--- config.mk ---
export PLATFORM = sky130hd
export DESIGN_NAME = alu_op_sequencer
export DESIGN_NICKNAME = d
export VERILOG_FILES = /design/src/rtl/alu_pkg.sv /design/src/rtl/seq_muldiv_core.sv /design/src/rtl/alu_op_sequencer.sv
export SDC_FILE = /design/constraint.sdc
export NUM_CORES = 1
export LEC_CHECK = 0
export CORE_ASPECT_RATIO = 0.5
export CORE_MARGIN = 3
export CORE_UTILIZATION = 50
export DETAILED_ROUTE_END_ITERATION = 16
export PLACE_DENSITY = 0.79
export SYNTH_ARGS = -nofsm -noshare
export SYNTH_HDL_FRONTEND = slang
export SYNTH_HIERARCHICAL = 1
export SYNTH_SLANG_ARGS = --single-unit
export TNS_END_PERCENT = 30
--- constraint.sdc ---
create_clock -name clk -period 3 [get_ports clk]
set_clock_uncertainty 0.15 [all_clocks]
set_input_delay 0.9 -clock clk [delete_from_list [all_inputs] [get_ports clk]]
set_output_delay 0.9 -clock clk [all_outputs]
set_load 0.03 [all_outputs]
--- src/rtl/alu_pkg.sv ---
// Shared definitions for the ALU op sequencer: op codes, error codes and
// the sequencer FSM state encoding.
package alu_pkg;
    localparam logic [3:0] OP_ADD = 4'd0;
    localparam logic [3:0] OP_SUB = 4'd1;
    localparam logic [3:0] OP_MUL = 4'd2;
    localparam logic [3:0] OP_DIV = 4'd3;
    localparam logic [3:0] OP_MOD = 4'd4;

    localparam logic [1:0] ERR_OK   = 2'b00;
    localparam logic [1:0] ERR_OVF  = 2'b01;
    localparam logic [1:0] ERR_DIV0 = 2'b10;
    localparam logic [1:0] ERR_ILL  = 2'b11;

    typedef enum logic [1:0] {
        ST_IDLE = 2'd0,
        ST_CALC = 2'd1,
        ST_FIX  = 2'd2,
        ST_DONE = 2'd3
    } state_t;
endpackage

--- src/rtl/seq_muldiv_core.sv ---
// Iterative unsigned shift-add multiplier / restoring divider, one bit per step.
// Ports:
//   clk, rst_n   clock, async active-low reset
//   start        load magnitudes (a_mag, b_mag) and select mode
//   mode         0 = multiply, 1 = divide (sampled on start)
//   step         advance one iteration
//   a_mag/b_mag  multiplicand/multiplier, or dividend/divisor magnitudes
//   last         the step now pending is the final one
//   acc          MUL: product; DIV: quotient in the low half
//   rem          DIV: remainder
module seq_muldiv_core #(
    parameter int WIDTH = 16
) (
    input  logic               clk,
    input  logic               rst_n,
    input  logic               start,
    input  logic               mode,
    input  logic               step,
    input  logic [WIDTH-1:0]   a_mag,
    input  logic [WIDTH-1:0]   b_mag,
    output logic               last,
    output logic [2*WIDTH-1:0] acc,
    output logic [WIDTH-1:0]   rem
);
    localparam int CW = $clog2(WIDTH) + 1;

    logic [WIDTH-1:0] opd;     // multiplicand (MUL) or divisor (DIV)
    logic [CW-1:0]    cnt;     // iterations completed
    logic             mode_q;
    logic [WIDTH:0]   shifted;
    logic [WIDTH:0]   trial;   // bit WIDTH set means the trial subtraction borrowed

    // Product register holds {partial_hi, remaining multiplier bits}.
    function automatic logic [2*WIDTH-1:0] mul_step(input logic [2*WIDTH-1:0] p,
                                                    input logic [WIDTH-1:0]   m);
        logic [WIDTH:0] hi;
        hi = {1'b0, p[2*WIDTH-1:WIDTH]} + (p[0] ? {1'b0, m} : {(WIDTH+1){1'b0}});
        return {hi, p[WIDTH-1:1]};
    endfunction

    always_comb begin
        shifted = {rem, acc[WIDTH-1]};
        trial   = shifted - {1'b0, opd};
    end

    always_ff @(posedge clk or negedge rst_n) begin
        if (!rst_n) begin
            opd    <= '0;
            cnt    <= '0;
            mode_q <= 1'b0;
            acc    <= '0;
            rem    <= '0;
        end else if (start) begin
            opd    <= mode ? b_mag : a_mag;
            mode_q <= mode;
            rem    <= '0;
            if (mode) begin
                acc <= {{WIDTH{1'b0}}, a_mag};
                cnt <= '0;
            end else begin
                // The first partial product is only a select, so it is folded
                // into the load; the divider keeps its subtract off the input path.
                acc <= mul_step({{WIDTH{1'b0}}, b_mag}, a_mag);
                cnt <= CW'(1);
            end
        end else if (step) begin
            if (cnt != '1)
                cnt <= cnt + CW'(1);
            if (mode_q) begin
                rem <= trial[WIDTH] ? shifted[WIDTH-1:0] : trial[WIDTH-1:0];
                acc <= {acc[2*WIDTH-1:WIDTH], acc[WIDTH-2:0], ~trial[WIDTH]};
            end else begin
                acc <= mul_step(acc, opd);
            end
        end
    end

    assign last = (cnt == CW'(WIDTH-1));
endmodule

--- src/rtl/alu_op_sequencer.sv ---
// Handshaked front end for the integer ALU: ADD/SUB in one cycle,
// MUL/DIV/MOD iteratively through seq_muldiv_core, sign fix-up in FIX.
// Ports:
//   clk, rst_n             clock, async active-low reset
//   cmd_valid/cmd_ready    command handshake (ready only in IDLE)
//   op_code, input1/2      operation and signed operands
//   rsp_valid/rsp_ready    response handshake
//   output1, err_code      signed 2*WIDTH result and error code
//   busy                   iterative op in progress (CALC or FIX)
module alu_op_sequencer
    import alu_pkg::*;
#(
    parameter int WIDTH = 16
) (
    input  logic               clk,
    input  logic               rst_n,
    input  logic               cmd_valid,
    output logic               cmd_ready,
    input  logic [3:0]         op_code,
    input  logic [WIDTH-1:0]   input1,
    input  logic [WIDTH-1:0]   input2,
    output logic               rsp_valid,
    input  logic               rsp_ready,
    output logic [2*WIDTH-1:0] output1,
    output logic [1:0]         err_code,
    output logic               busy
);
    state_t             state, state_nx;
    logic [3:0]         op_q;
    logic               sa_q, sb_q;
    logic               accept, core_start, core_mode, core_last;
    logic [WIDTH-1:0]   a_mag, b_mag;
    logic [WIDTH:0]     as_sum;
    logic [2*WIDTH-1:0] acc, quot, rem_w, fix_res;
    logic [WIDTH-1:0]   rem;

    assign accept     = cmd_valid & cmd_ready;
    assign a_mag      = input1[WIDTH-1] ? WIDTH'(-input1) : input1;
    assign b_mag      = input2[WIDTH-1] ? WIDTH'(-input2) : input2;
    assign core_mode  = (op_code != OP_MUL);
    assign core_start = accept && ((op_code == OP_MUL) ||
                        ((op_code == OP_DIV || op_code == OP_MOD) && input2 != '0));
    // 17-bit exact sum/difference of the sign-extended operands
    assign as_sum     = (op_code == OP_SUB) ? {input1[WIDTH-1], input1} - {input2[WIDTH-1], input2}
                                            : {input1[WIDTH-1], input1} + {input2[WIDTH-1], input2};

    seq_muldiv_core #(.WIDTH(WIDTH)) u_core (
        .clk   (clk),
        .rst_n (rst_n),
        .start (core_start),
        .mode  (core_mode),
        .step  (state == ST_CALC),
        .a_mag (a_mag),
        .b_mag (b_mag),
        .last  (core_last),
        .acc   (acc),
        .rem   (rem)
    );

    // Quotient sign follows the operand signs, remainder follows the dividend.
    assign quot  = {{WIDTH{1'b0}}, acc[WIDTH-1:0]};
    assign rem_w = {{WIDTH{1'b0}}, rem};
    always_comb begin
        fix_res = '0;
        if (op_q == OP_MUL)
            fix_res = (sa_q ^ sb_q) ? -acc : acc;
        else if (op_q == OP_DIV)
            fix_res = (sa_q ^ sb_q) ? -quot : quot;
        else
            fix_res = sa_q ? -rem_w : rem_w;
    end

    always_ff @(posedge clk or negedge rst_n) begin
        if (!rst_n)
            state <= ST_IDLE;
        else
            state <= state_nx;
    end

    always_comb begin
        state_nx  = state;
        cmd_ready = 1'b0;
        rsp_valid = 1'b0;
        busy      = 1'b0;
        case (state)
            ST_IDLE: begin
                cmd_ready = 1'b1;
                if (accept)
                    state_nx = core_start ? ST_CALC : ST_DONE;
            end
            ST_CALC: begin
                busy = 1'b1;
                if (core_last)
                    state_nx = ST_FIX;
            end
            ST_FIX: begin
                busy     = 1'b1;
                state_nx = ST_DONE;
            end
            ST_DONE: begin
                rsp_valid = 1'b1;
                if (rsp_ready)
                    state_nx = ST_IDLE;
            end
            default: state_nx = ST_IDLE;
        endcase
    end

    always_ff @(posedge clk or negedge rst_n) begin
        if (!rst_n) begin
            op_q     <= '0;
            sa_q     <= 1'b0;
            sb_q     <= 1'b0;
            output1  <= '0;
            err_code <= ERR_OK;
        end else if (accept) begin
            op_q <= op_code;
            sa_q <= input1[WIDTH-1];
            sb_q <= input2[WIDTH-1];
            case (op_code)
                OP_ADD, OP_SUB: begin
                    output1  <= {{(WIDTH-1){as_sum[WIDTH]}}, as_sum};
                    err_code <= (as_sum[WIDTH] != as_sum[WIDTH-1]) ? ERR_OVF : ERR_OK;
                end
                OP_MUL: begin
                    output1  <= '0;
                    err_code <= ERR_OK;
                end
                OP_DIV, OP_MOD: begin
                    output1  <= '0;
                    err_code <= (input2 == '0) ? ERR_DIV0 : ERR_OK;
                end
                default: begin
                    output1  <= '0;
                    err_code <= ERR_ILL;
                end
            endcase
        end else if (state == ST_FIX) begin
            output1 <= fix_res;
        end
    end
endmodule

==> results of run 1 <==
==> logic make-up (layout without fill, tap and decap cells) <==
kind of cell	Yosys count	in the layout	synth area share, %
DFF	112	112	28.1
AOI/OAI and AO/OA	363	363	23.1
adders and majority gates	65	65	8.37
and+or+nand+nor	374	375	17.7
buffers and inverters	108	356	4.13
muxes	77	77	7.73
xor gates and xnor gates	121	121	10.9
==> metal layers <==
layer  vias to the layer above  part of all wire [%]
met5                         -                     0
met4                         0                   2.4
met3                        91                    13
met2                       753                    43
met1                      5216                    42
li1                       4883                     -
==> timing repair <==
item,CTS,global route
cloned,4,0
resized for setup,80,81
setup buffers,8,3
setup endpoints to repair,103,104
pin swaps,28,45
==> per-stage QoR <==
stage	utilization [%]	instance area, um2	setup WS, ns
CTS	68.9	13100	-1.51
finish	70.8	13500	-1.50
global placement	65.7	12500	-2.11
global route	70.8	13500	-1.65
floorplan	-	10100	-1.47
detailed placement	65.7	12500	-2.20
==> final timing paths <==
kind,start,cells after the start,endpoint
worst max register to register,u_core/opd[0]$_DFFE_PN0P_,12,u_core/acc[31]$_DFFE_PN0P_
max in group asynchronous,rst_n,2,u_core/acc[22]$_DFFE_PN0P_
worst min-delay path,err_code[1]$_DFFE_PN0P_,2,err_code[1]$_DFFE_PN0P_
min in group asynchronous,rst_n,1,err_code[1]$_DFFE_PN0P_
worst min register to register,err_code[1]$_DFFE_PN0P_,2,err_code[1]$_DFFE_PN0P_
worst max-delay path,input2[1],19,output1[27]$_DFFE_PN0P_
==> flip-flops by register name, summed over array words and instances (netlist names) <==
name	flops
sb_q	1
state	2
op_q	4
u_core/mode_q	1
err_code	2
sa_q	1
u_core/cnt	5
u_core/rem	16
u_core/acc	32
output1	32
u_core/opd	16
==> cell usage in the layout, fill, tap and decap left out, drive strengths merged, types with 6 or more instances in the layout <==
| cell type | Yosys | layout |
|---|---|---|
| dlymetal6s2s | 0 | 9 |
| mux2i | 76 | 76 |
| clkdlybuf4s50 | 0 | 61 |
| a21o | 18 | 18 |
| clkbuf | 47 | 10 |
| nor2 | 114 | 114 |
| a31oi | 21 | 21 |
| or4 | 8 | 8 |
| inv | 53 | 55 |
| buf | 8 | 216 |
| nor2b | 9 | 9 |
| nand2 | 123 | 124 |
| o22ai | 12 | 12 |
| o22a | 12 | 12 |
| o21a | 8 | 8 |
| nand2b | 15 | 15 |
| nand4 | 6 | 6 |
| o31ai | 19 | 19 |
| and3 | 6 | 6 |
| a22oi | 8 | 8 |
| nand3 | 14 | 14 |
| and2 | 18 | 18 |
| a21oi | 109 | 109 |
| o211ai | 10 | 10 |
| xnor2 | 85 | 85 |
| nor3 | 18 | 18 |
| dfrtp | 112 | 112 |
| xor2 | 36 | 36 |
| o21ai | 90 | 90 |
| ha | 62 | 62 |
| or3 | 14 | 14 |
| nor3b | 6 | 6 |
| a211oi | 10 | 10 |
| nor4 | 13 | 13 |
==> critical path: cells and delay by family <==
| family | cells | cell delay (ns) |
|---|---|---|
| buffers and inverters | 6 | 0.75 |
| and+or+nand+nor | 7 | 1.80 |
| AOI/OAI and AO/OA | 3 | 0.58 |
| xor gates and xnor gates | 2 | 0.22 |
| adders and majority gates | 1 | 0.32 |
==> cell usage after synthesis (all sizes together) (10+ instances only) <==
| master | n |
|---|---|
| o22a | 12 |
| and2 | 18 |
| dfrtp | 112 |
| nand2b | 15 |
| nand3 | 14 |
| or3 | 14 |
| nor3 | 18 |
| inv | 53 |
| xor2 | 36 |
| a21o | 18 |
| o21ai | 90 |
| mux2i | 76 |
| xnor2 | 85 |
| nand2 | 123 |
| o22ai | 12 |
| ha | 62 |
| nor4 | 13 |
| a31oi | 21 |
| nor2 | 114 |
| clkbuf | 47 |
| a21oi | 109 |
| o211ai | 10 |
| o31ai | 19 |
| a211oi | 10 |
==> final cells by class <==
| class | count | area, um2 |
|---|---|---|
| well taps | 259 | 324 |
| flip-flops and latches | 112 | 2800 |
| fillers | 1427 | 5550 |
| multi-input cells | 1001 | 7300 |
| inverters | 53 | 204 |
| clock buffers | 9 | 225 |
| repair buffers | 289 | 2550 |
| clock inverters | 5 | 43.8 |
==> where the power goes <==
group | internal [mW] | switching [mW] | total, mW | leakage (nW)
Combinational | 4.50 | 5.91 | 10.4 | 4.81
Sequential | 2.21 | 0.846 | 3.05 | 1.35
Clock | 0.567 | 0.624 | 1.19 | 0.126
Total | 7.28 | 7.38 | 14.7 | 6.29
==> results.rst, run 1 <==
.. list-table::
   :header-rows: 1

   * - Metric
     - Value
   * - Run status
     - finished, violations left
   * - Violations in the final reports
     - setup timing
   * - Worst hold path type
     - reg -> reg
   * - Antenna violations before repair
     - 0
   * - Dominant register cell in the synthesized netlist
     - sky130_fd_sc_hd__dfrtp_1
   * - Count of yosys warnings during synthesis
     - 6
   * - Total power
     - 14.7 mW
   * - Initial DRC count
     - 1421
   * - Root buffer cell
     - sky130_fd_sc_hd__clkbuf_16
   * - Total routed wirelength
     - 37000 um
   * - Clock period minus worst slack
     - roughly 4.5 ns
   * - Number of cell rows
     - 35
   * - Area of the placeable core
     - 0.0190 mm2
   * - Worst Max-Slew Pin Slew
     - roughly 1.0 ns
   * - Critical Path Start Type
     - input pin
   * - Max FO, Critical Path
     - 5
   * - Count of unique library cells instantiated by Yosys
     - 72
   * - Share of the yosys chip area belonging to registers
     - 28.1%
   * - Worst max-slew margin expressed relative to the limit
     - 30.5%
   * - Maximum vdd ir drop
     - 0.503 mV
   * - Cell area after synthesis
     - 0.00999 mm2
   * - Number of placed instances, taps included
     - 1699
   * - Final HPWL from detailed placement
     - about 28000 um
   * - Area of the die
     - between 0.02 and 0.025 mm2
   * - Layer with the highest usage
     - met2
   * - Post-synth top area cell
     - sky130_fd_sc_hd__dfrtp_1
   * - Met1 Track Usage GR
     - between 40% and 50%
   * - Via count of the first global-routing pass
     - approximately 10000
   * - Top-area cell type share of the netlist area
     - 28.1%
   * - Total negative slack for setup checks
     - -54.28 ns
   * - Overflow after GRT
     - 0
   * - Buffer depth of the longest clock path
     - 2
   * - Final worst slack
     - -1.50 ns
   * - Number of setup violations in the final report
     - 100
   * - Largest stage delay, worst path
     - 0.40 ns
   * - Layout cell share with drive strength beyond 1
     - 22.4%
   * - Register-to-register setup slack
     - -0.20 ns
   * - Die X-Extent
     - 206 um
   * - Final-report max-slew violation count
     - 0
   * - Number of flops mapped to enable cells by yosys
     - 0
   * - Average detailed-routed wire length per instance
     - 21.4 um
   * - Library cell appearing most often on the critical path
     - sky130_fd_sc_hd__or3_4
   * - Final ANT Viol Nets
     - 0
   * - Proportion of register bits with asynchronous set or reset after synthesis
     - 100%
   * - Met2 track demand over resource
     - 50.7%
   * - Layout area overhead
     - 34.7%
   * - Critical path arrival
     - 4.59 ns
   * - Number of hold buffers added after CTS
     - 0
   * - Global-route usage over all layers
     - about a third
   * - Number of levels the H-tree was split into
     - 3
   * - Global-route wire length before repair
     - 56800 um
   * - CP Data Required Time
     - 3.09 ns
   * - Worst-case hold slack
     - between 0.3 and 0.4 ns
   * - Routability cong.
     - slightly above 1
   * - Die height
     - 106 um
   * - Antenna cells
     - 0
   * - Dominant cells by area after synthesis
     - sky130_fd_sc_hd__dfrtp_1, sky130_fd_sc_hd__ha_1, sky130_fd_sc_hd__mux2i_1, sky130_fd_sc_hd__xnor2_1, sky130_fd_sc_hd__a21oi_1
   * - Library cell contributing the largest single delay on the critical path
     - sky130_fd_sc_hd__or3_4
   * - Post-route insts no fill
     - 1728
   * - Routing usage on met3
     - 7.98%
   * - RSZ-0062 raised after global routing
     - yes
   * - Worst-path cell chain
     - buf_6, or3_4, or3_4, or3_4, or3_4, buf_4, buf_6, nand2_2, xor2_2, ha_1, and3_4, buf_4, nand3_1, o31ai_2, xnor2_2, buf_6, buf_4, o211ai_4, o22a_1
   * - Power density of the placed cells
     - between 1000 and 1500 mW/mm2
   * - Number of synthesized register bits
     - 112
   * - Leak Pwr
     - between 6 and 7 nW
   * - Source-to-sink clock delay at the later pin of the worst-skew pair
     - around 0.36 ns
   * - Final-report hold violation count
     - 0
   * - Crit share post-route
     - 150%
   * - Number of I/O pins
     - between 70 and 80
   * - Mean instance size in the synthesized netlist
     - between 8 and 9 um2
   * - Achievable clock frequency
     - 222 MHz
   * - CTS tree
     - built
   * - Syn Inst Count
     - 1220
   * - Number of remaining DRC errors
     - 0
   * - Number of vias per cell
     - 6.33
   * - Port buffer count
     - 76
   * - Reg clk slew, reported paths
     - 0.08 ns
   * - Maximum number of pins on one net before global-route repair
     - 58
   * - Final #Nets
     - 1571
   * - Number of detailed-routing iterations run before antenna repair
     - 5
   * - Crit Path Category
     - in -> reg
   * - Initial Util
     - 52.5%
   * - Endpoint class of the critical path
     - flop
   * - Post-Syn Nets
     - 1325
   * - Max-capacitance violation count
     - 0
   * - Clock buffers created by TritonCTS
     - 9
   * - Clock sink count
     - between 100 and 150
   * - Total number of vias
     - approximately 11000
Power figures use the tool's default switching activity.
==> run 2, diff against run 1 <==
--- a/config.mk
+++ b/config.mk
@@ -9,7 +9,8 @@
 export CORE_MARGIN = 3
 export CORE_UTILIZATION = 50
 export DETAILED_ROUTE_END_ITERATION = 16
-export PLACE_DENSITY = 0.79
+export MAX_ROUTING_LAYER = met4
+export PLACE_DENSITY = 0.7
 export SYNTH_ARGS = -nofsm -noshare
 export SYNTH_HDL_FRONTEND = slang
 export SYNTH_HIERARCHICAL = 1
==> constraint.sdc (replaced) <==
create_clock -name clk -period 3 [get_ports clk]
set_clock_uncertainty 0.15 [all_clocks]
set_input_delay 0.9 -clock clk [delete_from_list [all_inputs] [get_ports clk]]
set_output_delay 0.9 -clock clk [all_outputs]
set_load 0.02 [all_outputs]
==> results.rst, run 2 (synthesis results as in run 1) <==
.. list-table::
   :header-rows: 1

   * - Metric
     - Value
   * - Run status
     - finished, violations left
   * - Violations in the final reports
     - setup timing
   * - Total power
     - 14.2 mW (-2.9%)
   * - Number of cell rows
     - 35 (unchanged)
   * - Number of hold buffers added after CTS
     - 0 (unchanged)
   * - Clock period minus worst slack
     - 4.53 ns (+0.0350 ns)
   * - Met2 track demand over resource
     - 48.2% (-2.5 points)
   * - Routing usage on met3
     - 7.01% (-0.98 points)
   * - Buffer depth of the longest clock path
     - 2 (unchanged)
   * - Final #Nets
     - 1583 (+0.76%)
   * - Crit Path Category
     - in -> reg
   * - Critical Path Start Type
     - input pin
   * - Leak Pwr
     - 6.30 nW (+0.19%)
   * - Overflow after GRT
     - 0 (unchanged)
   * - Initial DRC count
     - 1282 (-9.8%)
   * - Initial Util
     - 52.5% (unchanged)
   * - Area of the die
     - 0.0218 mm2 (unchanged)
   * - Number of levels the H-tree was split into
     - 3 (unchanged)
   * - Worst Max-Slew Pin Slew
     - 0.773 ns (-0.262 ns)
   * - Largest stage delay, worst path
     - 0.39 ns (about the same)
   * - Hold path endpoint
     - err_code[1]$_DFFE_PN0P_
   * - Power density of the placed cells
     - 1060 mW/mm2 (-2.4%)
   * - CTS tree
     - built
   * - Worst-path cell chain
     - buf_6, or3_4, or3_4, or3_4, or3_4, nor3_4, ha_1, nand2_1, o21ai_1, ha_1, a21boi_2, a311oi_2, o31ai_4, xnor2_2, buf_6, o211ai_4, o22a_1
   * - Total routed wirelength
     - 36700 um (-0.85%)
   * - Met1 Track Usage GR
     - 51.9% (+4.3 points)
   * - Capture point of the worst reg-to-reg path
     - u_core/acc[31]$_DFFE_PN0P_
   * - Layout area overhead
     - 34.1%
   * - Antenna cells
     - 0 (unchanged)
   * - Maximum vdd ir drop
     - 0.550 mV (+9.3%)
   * - Global-route usage over all layers
     - 34.3% (+1.1 points)
   * - Critical path arrival
     - 4.68 ns (+0.09 ns)
   * - Endpoint class of the critical path
     - flop
   * - Final ANT Viol Nets
     - 0 (unchanged)
   * - Maximum number of pins on one net before global-route repair
     - 44 (-24%)
   * - Global-route wire length before repair
     - 56100 um (-1.1%)
   * - Crit share post-route
     - 151% (+1.2 points)
   * - Port buffer count
     - 76 (unchanged)
   * - Layer with the highest usage
     - met1
   * - Routability cong.
     - 1.04 (+1.3%)
   * - Die X-Extent
     - 206 um (unchanged)
   * - Clock sink count
     - 112 (unchanged)
   * - Worst hold path type
     - reg -> reg
   * - Library cell contributing the largest single delay on the critical path
     - sky130_fd_sc_hd__or3_4
   * - Max-capacitance violation count
     - 0 (unchanged)
   * - Area of the placeable core
     - 0.0190 mm2 (unchanged)
   * - Number of cells on the worst hold path
     - 2 (unchanged)
   * - Most common cell after layout, fill and taps aside
     - sky130_fd_sc_hd__buf_4
   * - Total number of vias
     - 10580 (-3.3%)
   * - Worst max-slew margin expressed relative to the limit
     - 48.5% (+18 points)
   * - Number of setup violations in the final report
     - 99 (-1.0%)
   * - CP Data Required Time
     - 3.15 ns (+0.06 ns)
   * - Root buffer cell
     - sky130_fd_sc_hd__clkbuf_16
   * - Number of remaining DRC errors
     - 0 (unchanged)
   * - Reg clk slew, reported paths
     - 0.08 ns (about the same)
   * - Final-report max-slew violation count
     - 0 (unchanged)
   * - Worst-case reg-to-reg path depth
     - 13 (+1)
   * - Die height
     - 106 um (unchanged)
   * - Leading cell types in the layout, fill and taps excluded
     - sky130_fd_sc_hd__buf_4, sky130_fd_sc_hd__nand2_1, sky130_fd_sc_hd__nor2_1, sky130_fd_sc_hd__dfrtp_1, sky130_fd_sc_hd__a21oi_1
   * - Number of vias per cell
     - 6.08 (-4.0%)
   * - Number of placed instances, taps included
     - 1709 (+0.59%)
   * - Clock buffers created by TritonCTS
     - 9 (unchanged)
   * - RSZ-0062 raised after global routing
     - yes
   * - Antenna violations before repair
     - 0 (unchanged)
   * - Library cell appearing most often on the critical path
     - sky130_fd_sc_hd__or3_4
   * - Number of I/O pins
     - 77 (unchanged)
   * - Achievable clock frequency
     - 221 MHz (-0.77%)
   * - Source-to-sink clock delay at the later pin of the worst-skew pair
     - 0.36 ns (about the same)
   * - Number of detailed-routing iterations run before antenna repair
     - 6 (+1)
   * - Total negative slack for setup checks
     - -69.70 ns (-15.42 ns)
   * - FF-to-FF Start
     - u_core/opd[0]$_DFFE_PN0P_
   * - Layout cell share with drive strength beyond 1
     - 21.5% (-0.87 points)
   * - Final HPWL from detailed placement
     - 29200 um (+4.6%)
   * - Registers with the most flip-flops
     - output1 x32, u_core/acc x32
   * - Final worst slack
     - -1.53 ns (-0.0350 ns)
   * - Register-to-register setup slack
     - -0.14 ns (+0.06 ns)
   * - Post-route insts no fill
     - 1741 (+0.75%)
   * - Final-report hold violation count
     - 0 (unchanged)
   * - Via count of the first global-routing pass
     - 9825 (-4.4%)
   * - Worst Hold Launch
     - err_code[1]$_DFFE_PN0P_
   * - Max FO, Critical Path
     - 8 (+3)
   * - Average detailed-routed wire length per instance
     - 21.1 um (-1.6%)
## run 2: changes by cell type in the layout (fill, tap and decap cells not counted), moves of 3 or more
cell	delta
sky130_fd_sc_hd__a22oi_1	+4
sky130_fd_sc_hd__a22oi_2	-4
sky130_fd_sc_hd__buf_4	+18
sky130_fd_sc_hd__clkdlybuf4s50_1	+3
sky130_fd_sc_hd__nor2_1	+5
sky130_fd_sc_hd__nor2_2	-5
sky130_fd_sc_hd__o21ai_0	+11
sky130_fd_sc_hd__o21ai_1	-8
sky130_fd_sc_hd__o21ai_2	-3
## run 2: through the flow
step                instance area [um2]  setup slack, ns  hold WS (ns)  util [%]
finish                            13400            -1.53         0.336      70.5
global route                      13400            -1.62         0.365      70.5
CTS                               13100            -1.59         0.333      68.9
detailed placement                12600            -2.31         0.312      66.2
global placement                  12600            -2.29         0.300      66.2
floorplan                         10100            -1.47         0.309         -
## run 2: worst max-delay path by stage
| stage | cells after the start | slack [ns] | end | startpoint |
|---|---|---|---|---|
| 6_report | 17 | -1.53 | output1[20]$_DFFE_PN0P_ | input2[2] |
| 4_1_cts | 17 | -1.59 | output1[24]$_DFFE_PN0P_ | input2[1] |
| 2_1_floorplan | 15 | -1.47 | output1[16]$_DFFE_PN0P_ | input2[2] |
| 5_1_grt | 17 | -1.62 | output1[22]$_DFFE_PN0P_ | input2[2] |
| 3_5_place_dp | 17 | -2.31 | output1[24]$_DFFE_PN0P_ | input2[0] |
| 3_3_place_gp | 17 | -2.29 | output1[26]$_DFFE_PN0P_ | input2[0] |
## run 2: power breakdown
part           internal (mW)  switching (mW)
logic                   4.47            5.53
registers               2.21           0.734
clock network          0.660           0.623
total                   7.34            6.89
## run 2: timing repair
action | 4_1_cts | 5_1_grt
pin swaps | 32 | 45
setup endpoints to repair | 103 | 102
cloned | 1 | 0
setup buffers | 8 | 10
gates resized for setup | 54 | 59
## run 2: critical path, delay by kind of cell
family / cells / cell delay, ns
buffers and inverters: 2 / 0.25
AND/OR/NAND/NOR: 6 / 1.65
adder cells (fa/ha/maj): 2 / 0.57
AO/OA/AOI/OAI: 6 / 1.14
XOR/XNOR: 1 / 0.15
## run 2: routing by layer
metal / routed length (um) / part of all wire [%] / vias up
met5: 0 / 0 / -
li1: - / - / 4908
met3: 3510 / 9.6 / 24
met2: 15200 / 42 / 505
met1: 17500 / 48 / 5143
met4: 433 / 1.2 / 0
## run 2: layout make-up
| type | instances | area [um2] |
|---|---|---|
| Multi-Input combinational cell | 1000 | 7130 |
| Clock buffer | 9 | 225 |
| Clock inverter | 6 | 78.8 |
| Inverter | 53 | 204 |
| Fill cell | 1574 | 5620 |
| Sequential cell | 112 | 2800 |
| Tap cell | 259 | 324 |
| Timing Repair Buffer | 302 | 2620 |
